### src/rtl/state_trace_pkg.sv
// Shared widths, entry field layout and packing helper for the state trace buffer.
package state_trace_pkg;

  localparam int ST_W    = 3;
  localparam int CNT_W   = 8;
  localparam int ENTRY_W = 2 * ST_W + CNT_W;

  // Entry layout, old state in the MSBs: {old_state, new_state, dwell}
  localparam int DWELL_LSB = 0;
  localparam int NEW_LSB   = CNT_W;
  localparam int OLD_LSB   = CNT_W + ST_W;

  localparam logic [CNT_W-1:0] DWELL_MAX = '1;

  function automatic logic [ENTRY_W-1:0] packEntry(input logic [ST_W-1:0]  oldSt,
                                                   input logic [ST_W-1:0]  newSt,
                                                   input logic [CNT_W-1:0] dwell);
    logic [ENTRY_W-1:0] e;
    e = '0;
    e[OLD_LSB +: ST_W]    = oldSt;
    e[NEW_LSB +: ST_W]    = newSt;
    e[DWELL_LSB +: CNT_W] = dwell;
    return e;
  endfunction

endpackage

### src/rtl/state_trace_buffer_if.sv
// Read-side bundle of the trace buffer: show-ahead head entry, valid/ready and fill level.
interface state_trace_buffer_if #(parameter int DEPTH = 8);
  import state_trace_pkg::*;

  localparam int COUNT_W = $clog2(DEPTH) + 1;

  logic               rd_valid;
  logic               rd_ready;
  logic [ENTRY_W-1:0] rd_data;
  logic [COUNT_W-1:0] count;

  modport master (output rd_valid, output rd_data, output count, input rd_ready);
  modport slave  (input rd_valid, input rd_data, input count, output rd_ready);

endinterface

### src/rtl/trace_fifo.sv
// Synchronous show-ahead FIFO; a push into a full FIFO is accepted when a pop frees a slot that same edge.
module trace_fifo #(
  parameter int WIDTH = 14,
  parameter int DEPTH = 8
) (
  input  logic                       clk,
  input  logic                       reset,
  input  logic                       push,
  input  logic [WIDTH-1:0]           push_data,
  input  logic                       pop,
  output logic [WIDTH-1:0]           head_data,
  output logic [$clog2(DEPTH):0]     count,
  output logic                       full,
  output logic                       empty
);

  localparam int AW = $clog2(DEPTH);
  localparam logic [AW-1:0] PTR_ONE = AW'(1);
  localparam logic [AW:0]   CNT_ONE = (AW + 1)'(1);
  localparam logic [AW:0]   CNT_FULL = (AW + 1)'(DEPTH);

  logic [WIDTH-1:0] r_mem [DEPTH];
  logic [AW-1:0]    r_wrPtr;
  logic [AW-1:0]    r_rdPtr;
  logic [AW:0]      r_count;
  logic             w_doPop;
  logic             w_doPush;

  assign empty    = (r_count == '0);
  assign full     = (r_count == CNT_FULL);
  assign count    = r_count;
  assign w_doPop  = pop && !empty;
  assign w_doPush = push && (!full || w_doPop);
  assign head_data = empty ? '0 : r_mem[r_rdPtr];

  always_ff @(posedge clk or posedge reset) begin
    if (reset) begin
      r_wrPtr <= '0;
      r_rdPtr <= '0;
      r_count <= '0;
    end else begin
      if (w_doPush) r_wrPtr <= r_wrPtr + PTR_ONE;
      if (w_doPop)  r_rdPtr <= r_rdPtr + PTR_ONE;
      if (w_doPush && !w_doPop)
        r_count <= r_count + CNT_ONE;
      else if (!w_doPush && w_doPop)
        r_count <= r_count - CNT_ONE;
    end
  end

  // Storage needs no reset: head_data is masked while empty.
  always_ff @(posedge clk) begin
    if (w_doPush) r_mem[r_wrPtr] <= push_data;
  end

endmodule

### src/rtl/state_trace_buffer.sv
// Logs every change of an observed state code as {old, new, dwell} into a FIFO, with stall and overflow flags.
module state_trace_buffer
  import state_trace_pkg::*;
#(
  parameter int DEPTH       = 8,
  parameter int STALL_LIMIT = 100
) (
  input  logic                   clk,
  input  logic                   reset,
  input  logic                   en,
  input  logic [ST_W-1:0]        st_in,
  input  logic                   clr_flags,
  state_trace_buffer_if.master   rd,
  output logic                   overflow,
  output logic                   stall
);

  localparam logic [CNT_W-1:0] STALL_TH = CNT_W'(STALL_LIMIT);
  localparam logic [CNT_W-1:0] DWELL_ONE = CNT_W'(1);

  logic [ST_W-1:0]         r_prevState;
  logic [CNT_W-1:0]        r_dwell;
  logic                    r_primed;
  logic                    r_overflow;
  logic                    r_stall;
  logic [ST_W-1:0]         w_prevNext;
  logic [CNT_W-1:0]        w_dwellNext;
  logic                    w_primedNext;
  logic                    w_change;
  logic                    w_pop;
  logic                    w_overflowEvent;
  logic                    w_fifoFull;
  logic                    w_fifoEmpty;
  logic [ENTRY_W-1:0]      w_headData;
  logic [$clog2(DEPTH):0]  w_count;

  assign w_change        = en && r_primed && (st_in != r_prevState);
  assign w_pop           = rd.rd_ready && !w_fifoEmpty;
  assign w_overflowEvent = w_change && w_fifoFull && !w_pop;

  // Next-state view of the detector; everything freezes while en is low.
  always_comb begin
    w_prevNext   = r_prevState;
    w_dwellNext  = r_dwell;
    w_primedNext = r_primed;
    if (en) begin
      if (!r_primed || w_change) begin
        w_prevNext   = st_in;
        w_dwellNext  = DWELL_ONE;
        w_primedNext = 1'b1;
      end else if (r_dwell != DWELL_MAX) begin
        w_dwellNext  = r_dwell + DWELL_ONE;
      end
    end
  end

  always_ff @(posedge clk or posedge reset) begin
    if (reset) begin
      r_prevState <= '0;
      r_dwell     <= '0;
      r_primed    <= 1'b0;
      r_stall     <= 1'b0;
      r_overflow  <= 1'b0;
    end else begin
      r_prevState <= w_prevNext;
      r_dwell     <= w_dwellNext;
      r_primed    <= w_primedNext;
      r_stall     <= w_primedNext && (w_dwellNext >= STALL_TH);
      // A dropped entry in the same cycle as a clear keeps the flag set.
      if (w_overflowEvent)
        r_overflow <= 1'b1;
      else if (clr_flags)
        r_overflow <= 1'b0;
    end
  end

  trace_fifo #(
    .WIDTH (ENTRY_W),
    .DEPTH (DEPTH)
  ) u_fifo (
    .clk       (clk),
    .reset     (reset),
    .push      (w_change),
    .push_data (packEntry(r_prevState, st_in, r_dwell)),
    .pop       (rd.rd_ready),
    .head_data (w_headData),
    .count     (w_count),
    .full      (w_fifoFull),
    .empty     (w_fifoEmpty)
  );

  assign rd.rd_valid = !w_fifoEmpty;
  assign rd.rd_data  = w_headData;
  assign rd.count    = w_count;
  assign overflow    = r_overflow;
  assign stall       = r_stall;

endmodule

### src/flat_wrapper.sv
// flat-port wrapper written by rule: the top's interface ports become plain ports
module state_trace_buffer_flat import state_trace_pkg::*;
#(
  parameter int DEPTH       = 8,
  parameter int STALL_LIMIT = 100
)
  (clk, reset, en, st_in, clr_flags, overflow, stall, rd_rd_valid, rd_rd_data, rd_count, rd_rd_ready);
  state_trace_buffer_if #(.DEPTH(DEPTH)) rd_i ();
  input  logic clk;
  input  logic reset;
  input  logic en;
  input  logic [ST_W-1:0] st_in;
  input  logic clr_flags;
  output logic overflow;
  output logic stall;
  output wire logic [$bits(rd_i.rd_valid)-1:0] rd_rd_valid;
  output wire logic [$bits(rd_i.rd_data)-1:0] rd_rd_data;
  output wire logic [$bits(rd_i.count)-1:0] rd_count;
  input wire logic [$bits(rd_i.rd_ready)-1:0] rd_rd_ready;
  assign rd_rd_valid = rd_i.rd_valid;
  assign rd_rd_data = rd_i.rd_data;
  assign rd_count = rd_i.count;
  assign rd_i.rd_ready = rd_rd_ready;
  state_trace_buffer #(.DEPTH(DEPTH), .STALL_LIMIT(STALL_LIMIT)) u_core (.clk(clk), .reset(reset), .en(en), .st_in(st_in), .clr_flags(clr_flags), .rd(rd_i), .overflow(overflow), .stall(stall));
endmodule
### config.mk
export PLATFORM = sky130hd
export DESIGN_NAME = state_trace_buffer_flat
export DESIGN_NICKNAME = d
export VERILOG_FILES = /design/src/rtl/state_trace_pkg.sv /design/src/rtl/state_trace_buffer_if.sv /design/src/rtl/trace_fifo.sv /design/src/rtl/state_trace_buffer.sv /design/src/flat_wrapper.sv
export SDC_FILE = /design/constraint.sdc
export NUM_CORES = 1
export LEC_CHECK = 0
export ABC_CLOCK_PERIOD_IN_PS = 3400
export BUFFER_PORTS_ARGS = -buffer_cell sky130_fd_sc_hd__buf_2
export CORE_UTILIZATION = 45
export CTS_BUF_LIST = sky130_fd_sc_hd__clkbuf_8
export CTS_CLUSTER_DIAMETER = 60
export DETAILED_ROUTE_END_ITERATION = 10
export PLACE_DENSITY_LB_ADDON = 0.2
export SETUP_SLACK_MARGIN = 0.02
export SLEW_MARGIN = 20
export SYNTH_ARGS = -nofsm -noshare
export SYNTH_HDL_FRONTEND = slang
export SYNTH_SLANG_ARGS = --single-unit
### constraint.sdc
create_clock -name clk -period 3.4 [get_ports clk]
set_clock_uncertainty 0.1 [all_clocks]
set_input_delay 0.68 -clock clk [delete_from_list [all_inputs] [get_ports clk]]
set_output_delay 0.68 -clock clk [all_outputs]
set_load 0.02 [all_outputs]
==> flow_metrics.env, run 1 <==
export IMPL_outcome="complete, no violations"
export IMPL_synth_edf_count=112
export IMPL_slew_viol_final=0
export IMPL_arrival_ns=3.27
export IMPL_antenna_found_initial=0
export IMPL_netlist_area_leader_share_pct=60.0
export IMPL_cts_made_buffers=17
export IMPL_post_route_min_period_ns=3.06
export IMPL_powerDensity_nw_per_um2=854
export IMPL_dp_slack_ns=0.0857
export IMPL_ys_ff_latch=136
export IMPL_path_clk_slew_ns=0.08
export IMPL_drive_gt1_share_pct=32.7
export IMPL_grt_pass1_wl_mm=17.1
export IMPL_yosysSeqAreaShare_pct=70.7
export IMPL_crit_required_ns=3.62
export IMPL_crit_family="compound AO/OA/AOI/OAI gates"
export IMPL_p_leak_nw=2.34
export IMPL_vias=2900
export IMPL_grt_setup_unrepaired="false"
export IMPL_end_kind="register"
export IMPL_overflow=0
export IMPL_insertion_delay_ns=0.43
export IMPL_cts_sinks=136
export IMPL_htree_levels=4
export IMPL_setup_ws_ns=0.343
export IMPL_drc=0
export IMPL_finalHoldViolations=0
export IMPL_multiInputGateArea_um2=1560
export IMPL_hp_class="primary input to async pin"
export IMPL_peakVddDrop_mv=0.504
export IMPL_dp_hpwl_mm=6.37
export IMPL_port_buffer_count=28
export IMPL_total_power_w=0.00555
export IMPL_cpPeakStageDelay_ns=0.66
export IMPL_grt_max_degree=29
export IMPL_syn_area_per_cell_um2=18.1
export IMPL_cts_root_buffer="clkbuf_8"
export IMPL_syn_inst=310
export IMPL_setup_viol=0
export IMPL_async_flop_share_pct=17.6
export IMPL_die_h_um=114
export IMPL_synth_area_top_cells="edfxtp_1 (60%), mux4_2 (11%), dfrtp_1 (11%), mux2i_1 (2.7%), nor2_1 (1.7%)"
export IMPL_cts_hold_fix_buffers=0
export IMPL_track_usage_pct=18.8
export IMPL_ios=29
export IMPL_layout_area_seq_um2=3970
export IMPL_synth_main_ff_cell="edfxtp_1"
export IMPL_path_cells="xor2_1 > o311ai_0 > nor2b_1 > ha_1 > inv_1 > ha_1 > a21o_1 > a21oi_1 > xnor2_1 > nor2_1 > xor2_1"
export IMPL_slowest_stage="o311ai_0"
export IMPL_syn_to_final_growth_pct=16.1
export IMPL_die_area_um2=12900
export IMPL_place_congestion=0.721
export IMPL_synth_top_area_cell="edfxtp_1"
export IMPL_grt_pass1_vias=3134
export IMPL_fmax_ghz=0.327
export IMPL_fill_cells=957
export IMPL_postRouteWirelength_mm=10.8
export IMPL_path_buf_inv=1
export IMPL_die_x_um=114
export IMPL_worst_path_max_fanout=10
export IMPL_vias_per_cell=5.36
export IMPL_fin_nets=375
export IMPL_ys_warnings_count=0
export IMPL_ctsLongestPathBuffers=2
export IMPL_crit_type="register to register"
export IMPL_cts_setup_buffers=0
export IMPL_dr_pass1_iters=4
export IMPL_num_rows=40
export IMPL_start_util_pct=46.5
export IMPL_ant_nets=0
export IMPL_cts_resized=0
export IMPL_tightest_slew_ns=0.953
export IMPL_cap_violations=0
export IMPL_synthesis_nets=325
export IMPL_diodes=0
export IMPL_period_share_pct=89.9
export IMPL_synth_cell_types=48
export IMPL_netlist_area_um2=5600
export IMPL_routedWlPerCell_um=20.0
export IMPL_tns_ns=0
export IMPL_cts_tree="built"
export IMPL_dr_first_iter_drc_count=237
export IMPL_core_area_um2=12100
export IMPL_slew_headroom_pct=36.1
export IMPL_start_kind="register"
[kinds of logic (layout without fill, tap and decap cells)]
kind of cell	count (synthesis)	count (layout)	share of synthesized area, %
mux	49	49	15.1
buf+inv	19	82	1.74
flops	136	136	70.7
compound gates	26	26	3.33
simple gates	62	62	5.63
fa+ha+maj	7	7	1.70
xor+xnor	11	11	1.72
[worst paths after layout]
kind                                          startpoint                        to  slack (ns)  cells past startpoint
worst max-delay path               u_core.r_prevState[1]    u_core.u_fifo.count[3]        0.34                     11
worst min-delay path                               reset              u_core.stall        0.23                      2
worst max register to register     u_core.r_prevState[1]    u_core.u_fifo.count[3]        0.34                     11
worst min register to register  u_core.u_fifo.r_wrPtr[0]  u_core.u_fifo.r_wrPtr[0]        0.43                      1
max in group asynchronous                          reset  u_core.u_fifo.r_rdPtr[0]        2.48                      2
min in group clk                               clr_flags           u_core.overflow        0.35                      2
[per-layer routing]
| metal | part of all wire [%] | vias up | track usage, % |
|---|---|---|---|
| li1 | - | 1334 | - |
| met1 | 47 | 1499 | 25.4 |
| met2 | 49 | 60 | 28.8 |
| met3 | 3.4 | 7 | 5.15 |
| met4 | 1.1 | 0 | 8.25 |
| met5 | 0 | - | 0 |
[state kept, by name, indices dropped and copies added, names as in the netlist]
register / cells
u_core.u_fifo.r_mem: 112
u_core.r_dwell: 8
u_core.u_fifo.count: 4
u_core.r_prevState: 3
u_core.u_fifo.r_rdPtr: 3
u_core.u_fifo.r_wrPtr: 3
u_core.overflow: 1
u_core.r_primed: 1
u_core.stall: 1
[report_power, final]
| part | switching [W] | internal, W | leakage, nW | total, W |
|---|---|---|---|---|
| clock | 0.000646 | 0.000890 | 0.230 | 0.00154 |
| combinational | 0.000936 | 0.000784 | 0.777 | 0.00172 |
| sequential | 0.000212 | 0.00209 | 1.33 | 0.00230 |
[cell type report]
cell class,count,share of cell area (%)
Clock buffer,17,3.60
Timing Repair Buffer,45,4.31
Multi-Input combinational cell,155,24.0
Tap cell,168,3.23
Clock inverter,15,3.66
Inverter,5,0.289
Sequential cell,136,61.0
[cells in the mapped netlist (2+ instances only)]
cell type,count
xor2_1,5
mux2i_1,15
mux2_2,6
buf_2,3
nor2b_1,2
mux4_2,28
xnor2_1,6
nand4_1,2
clkbuf_1,7
nor2_1,25
nor3_1,5
nand3_1,6
o21ai_0,4
nand2_1,7
dfrtp_1,24
a21oi_1,6
buf_6,3
nand2b_1,4
ha_1,6
and3_1,3
edfxtp_1,112
inv_1,5
[placed cells by master (no fill, tap or decap), types with 3 or more instances in the layout]
cell type	count
a21oi_1	6
and3_1	3
buf_2	28
buf_4	16
bufinv_16	5
clkbuf_8	17
clkinv_4	3
dfrtp_1	23
edfxtp_1	112
ha_1	6
inv_1	4
inv_6	4
mux2_2	6
mux2i_1	15
mux4_2	28
nand2_1	7
nand2b_1	4
nand3_1	6
nor2_1	25
nor3_1	3
o21ai_0	4
xnor2_1	6
xor2_1	5
[metrics by stage]
stage	cells	utilization [%]	instance area [um2]	hold slack [ns]
6_report	541	53.9	6500	0.235
4_1_cts	541	53.9	6500	0.309
2_1_floorplan	310	-	5600	0.380
5_1_grt	541	53.9	6500	0.257
3_3_place_gp	509	50.0	6030	0.405
3_5_place_dp	509	50.0	6030	0.421
Power figures use the tool's default switching activity.
==> run 2: changes to the inputs <==
--- a/config.mk
+++ b/config.mk
@@ -5,9 +5,9 @@
 export SDC_FILE = /design/constraint.sdc
 export NUM_CORES = 1
 export LEC_CHECK = 0
-export ABC_CLOCK_PERIOD_IN_PS = 3400
+export ABC_CLOCK_PERIOD_IN_PS = 2900
 export BUFFER_PORTS_ARGS = -buffer_cell sky130_fd_sc_hd__buf_2
-export CORE_UTILIZATION = 45
+export CORE_UTILIZATION = 25
 export CTS_BUF_LIST = sky130_fd_sc_hd__clkbuf_8
 export CTS_CLUSTER_DIAMETER = 60
 export DETAILED_ROUTE_END_ITERATION = 10
==> constraint.sdc (replaced) <==
create_clock -name clk -period 2.9 [get_ports clk]
set_clock_uncertainty 0.1 [all_clocks]
set_input_delay 0.58 -clock clk [delete_from_list [all_inputs] [get_ports clk]]
set_output_delay 0.58 -clock clk [all_outputs]
set_load 0.02 [all_outputs]
==> flow_metrics.env, run 2 (synthesis gave the netlist of run 1 again) <==
export IMPL_cts_tree="built"
export IMPL_crit_required_ns=2.22
export IMPL_port_buffer_count=28
export IMPL_largest_register="u_core.u_fifo.r_mem"
export IMPL_dp_hpwl_mm=7.12
export IMPL_drc=0
export IMPL_tightest_slew_ns=0.957
export IMPL_grt_setup_unrepaired="false"
export IMPL_overflow=0
export IMPL_vias=2917
export IMPL_start_kind="register"
export IMPL_crit_type="register to output pin"
export IMPL_place_congestion=0.714
export IMPL_post_route_min_period_ns=2.72
export IMPL_setup_viol=0
export IMPL_grt_max_degree=29
export IMPL_worst_path_max_fanout=14
export IMPL_cts_root_buffer="clkbuf_8"
export IMPL_routedWlPerCell_um=18.7
export IMPL_tns_ns=0
export IMPL_grt_pass1_wl_mm=18.7
export IMPL_ant_nets=0
export IMPL_vias_per_cell=4.41
export IMPL_fin_nets=383
export IMPL_arrival_ns=2.04
export IMPL_hp_class="primary input to async pin"
export IMPL_finalHoldWorstSlack_ns=0.138
export IMPL_p_leak_nw=2.37
export IMPL_die_h_um=152
export IMPL_fmax_ghz=0.367
export IMPL_diodes=0
export IMPL_cts_sinks=136
export IMPL_total_power_w=0.00642
export IMPL_syn_to_final_growth_pct=20.6
export IMPL_slew_headroom_pct=35.8
export IMPL_ios=29
export IMPL_slew_viol_final=0
export IMPL_die_x_um=152
export IMPL_start_util_pct=25.6
export IMPL_grt_pass1_vias=3092
export IMPL_die_area_um2=23000
export IMPL_dr_first_iter_drc_count=164
export IMPL_largest_reg_flops=112
export IMPL_outcome="complete, no violations"
export IMPL_fill_cells=2183
export IMPL_postRouteWirelength_mm=12.3
export IMPL_powerDensity_nw_per_um2=949
export IMPL_period_share_pct=93.9
export IMPL_drive_gt1_share_pct=33.6
export IMPL_cap_violations=0
export IMPL_cts_hold_fix_buffers=0
export IMPL_dr_pass1_iters=4
export IMPL_multiInputGateArea_um2=1570
export IMPL_final_core_util_pct=30.9
export IMPL_core_area_um2=21900
export IMPL_path_clk_slew_ns=0.08
export IMPL_track_usage_pct=11.7
export IMPL_final_common_cell="edfxtp_1"
export IMPL_peakVddDrop_mv=0.427
export IMPL_antenna_found_initial=0
export IMPL_mostFrequentLayoutCells="edfxtp_1 (112), mux4_2 (28), buf_2 (28), nor2_1 (25), dfrtp_1 (23)"
export IMPL_finalHoldViolations=0
export IMPL_htree_levels=4
export IMPL_end_kind="output pin"
export IMPL_insertion_delay_ns=0.43
export IMPL_ctsLongestPathBuffers=2
export IMPL_layout_area_seq_um2=3970
export IMPL_num_rows=54
export IMPL_cts_made_buffers=17
[run 2: changes by cell type in the layout (fill, tap and decap cells not counted), sizes merged]
| cell | delta |
|---|---|
| bufinv | -3 |
| clkbuf | +1 |
| clkinv | +2 |
| clkinvlp | +1 |
| buf | +7 |
[run 2: layer usage]
layer / wire (um) / part of all wire, % / up-vias / GRT usage, %
li1: - / - / 1349 / -
met2: 6050 / 49 / 48 / 18.7
met3: 413 / 3.3 / 7 / 3.20
met5: 0 / 0 / - / 0
met1: 5780 / 47 / 1513 / 15.3
met4: 104 / 0.84 / 0 / 3.86
[run 2: repair_timing]
action	in CTS	in global routing
setup endpoints to repair	0	8
gates resized for setup	0	1
buffers inserted	0	1
[run 2: worst paths after layout]
kind | startpoint | endpoint | slack [ns] | cells after the start
min in group clk | clr_flags | u_core.overflow | 0.27 | 2
max reg2reg | u_core.r_prevState[0] | u_core.u_fifo.count[3] | 0.23 | 12
max in group asynchronous | reset | u_core.u_fifo.r_rdPtr[0] | 2.09 | 2
max | u_core.u_fifo.r_rdPtr[0] | rd_rd_data[12] | 0.18 | 5
min | reset | u_core.stall | 0.14 | 2
min reg2reg | u_core.u_fifo.r_rdPtr[2] | u_core.u_fifo.r_rdPtr[2] | 0.38 | 1
[run 2: cell type report]
cell class | count | share of cell area (%)
Sequential cell | 136 | 58.7
Multi-Input combinational cell | 155 | 23.2
Timing Repair Buffer | 53 | 6.96
Tap cell | 280 | 5.18
Clock buffer | 17 | 3.46
Clock inverter | 15 | 2.26
Inverter | 5 | 0.278
[run 2: metrics by stage]
stage	worst slack, ns	std cells	cell area (um2)
2_1_floorplan	0.0984	310	5620
3_3_place_gp	-0.172	627	6340
3_5_place_dp	-0.204	627	6340
4_1_cts	0.0240	659	6730
5_1_grt	0.0321	661	6760
6_report	0.178	661	6760
[run 2: where the power goes]
group          switching (W)  total, W  internal (W)
clock network       0.000752   0.00152      0.000766
registers           0.000211   0.00266       0.00244
logic                0.00121   0.00224       0.00103
[run 2: worst max-delay path, cell delays in order (launching register included)]
cell and delay, ns:
dfrtp_2 0.46, buf_12 0.20, mux4_2 0.54, mux2i_1 0.19, nor2_1 0.06, buf_2 0.16
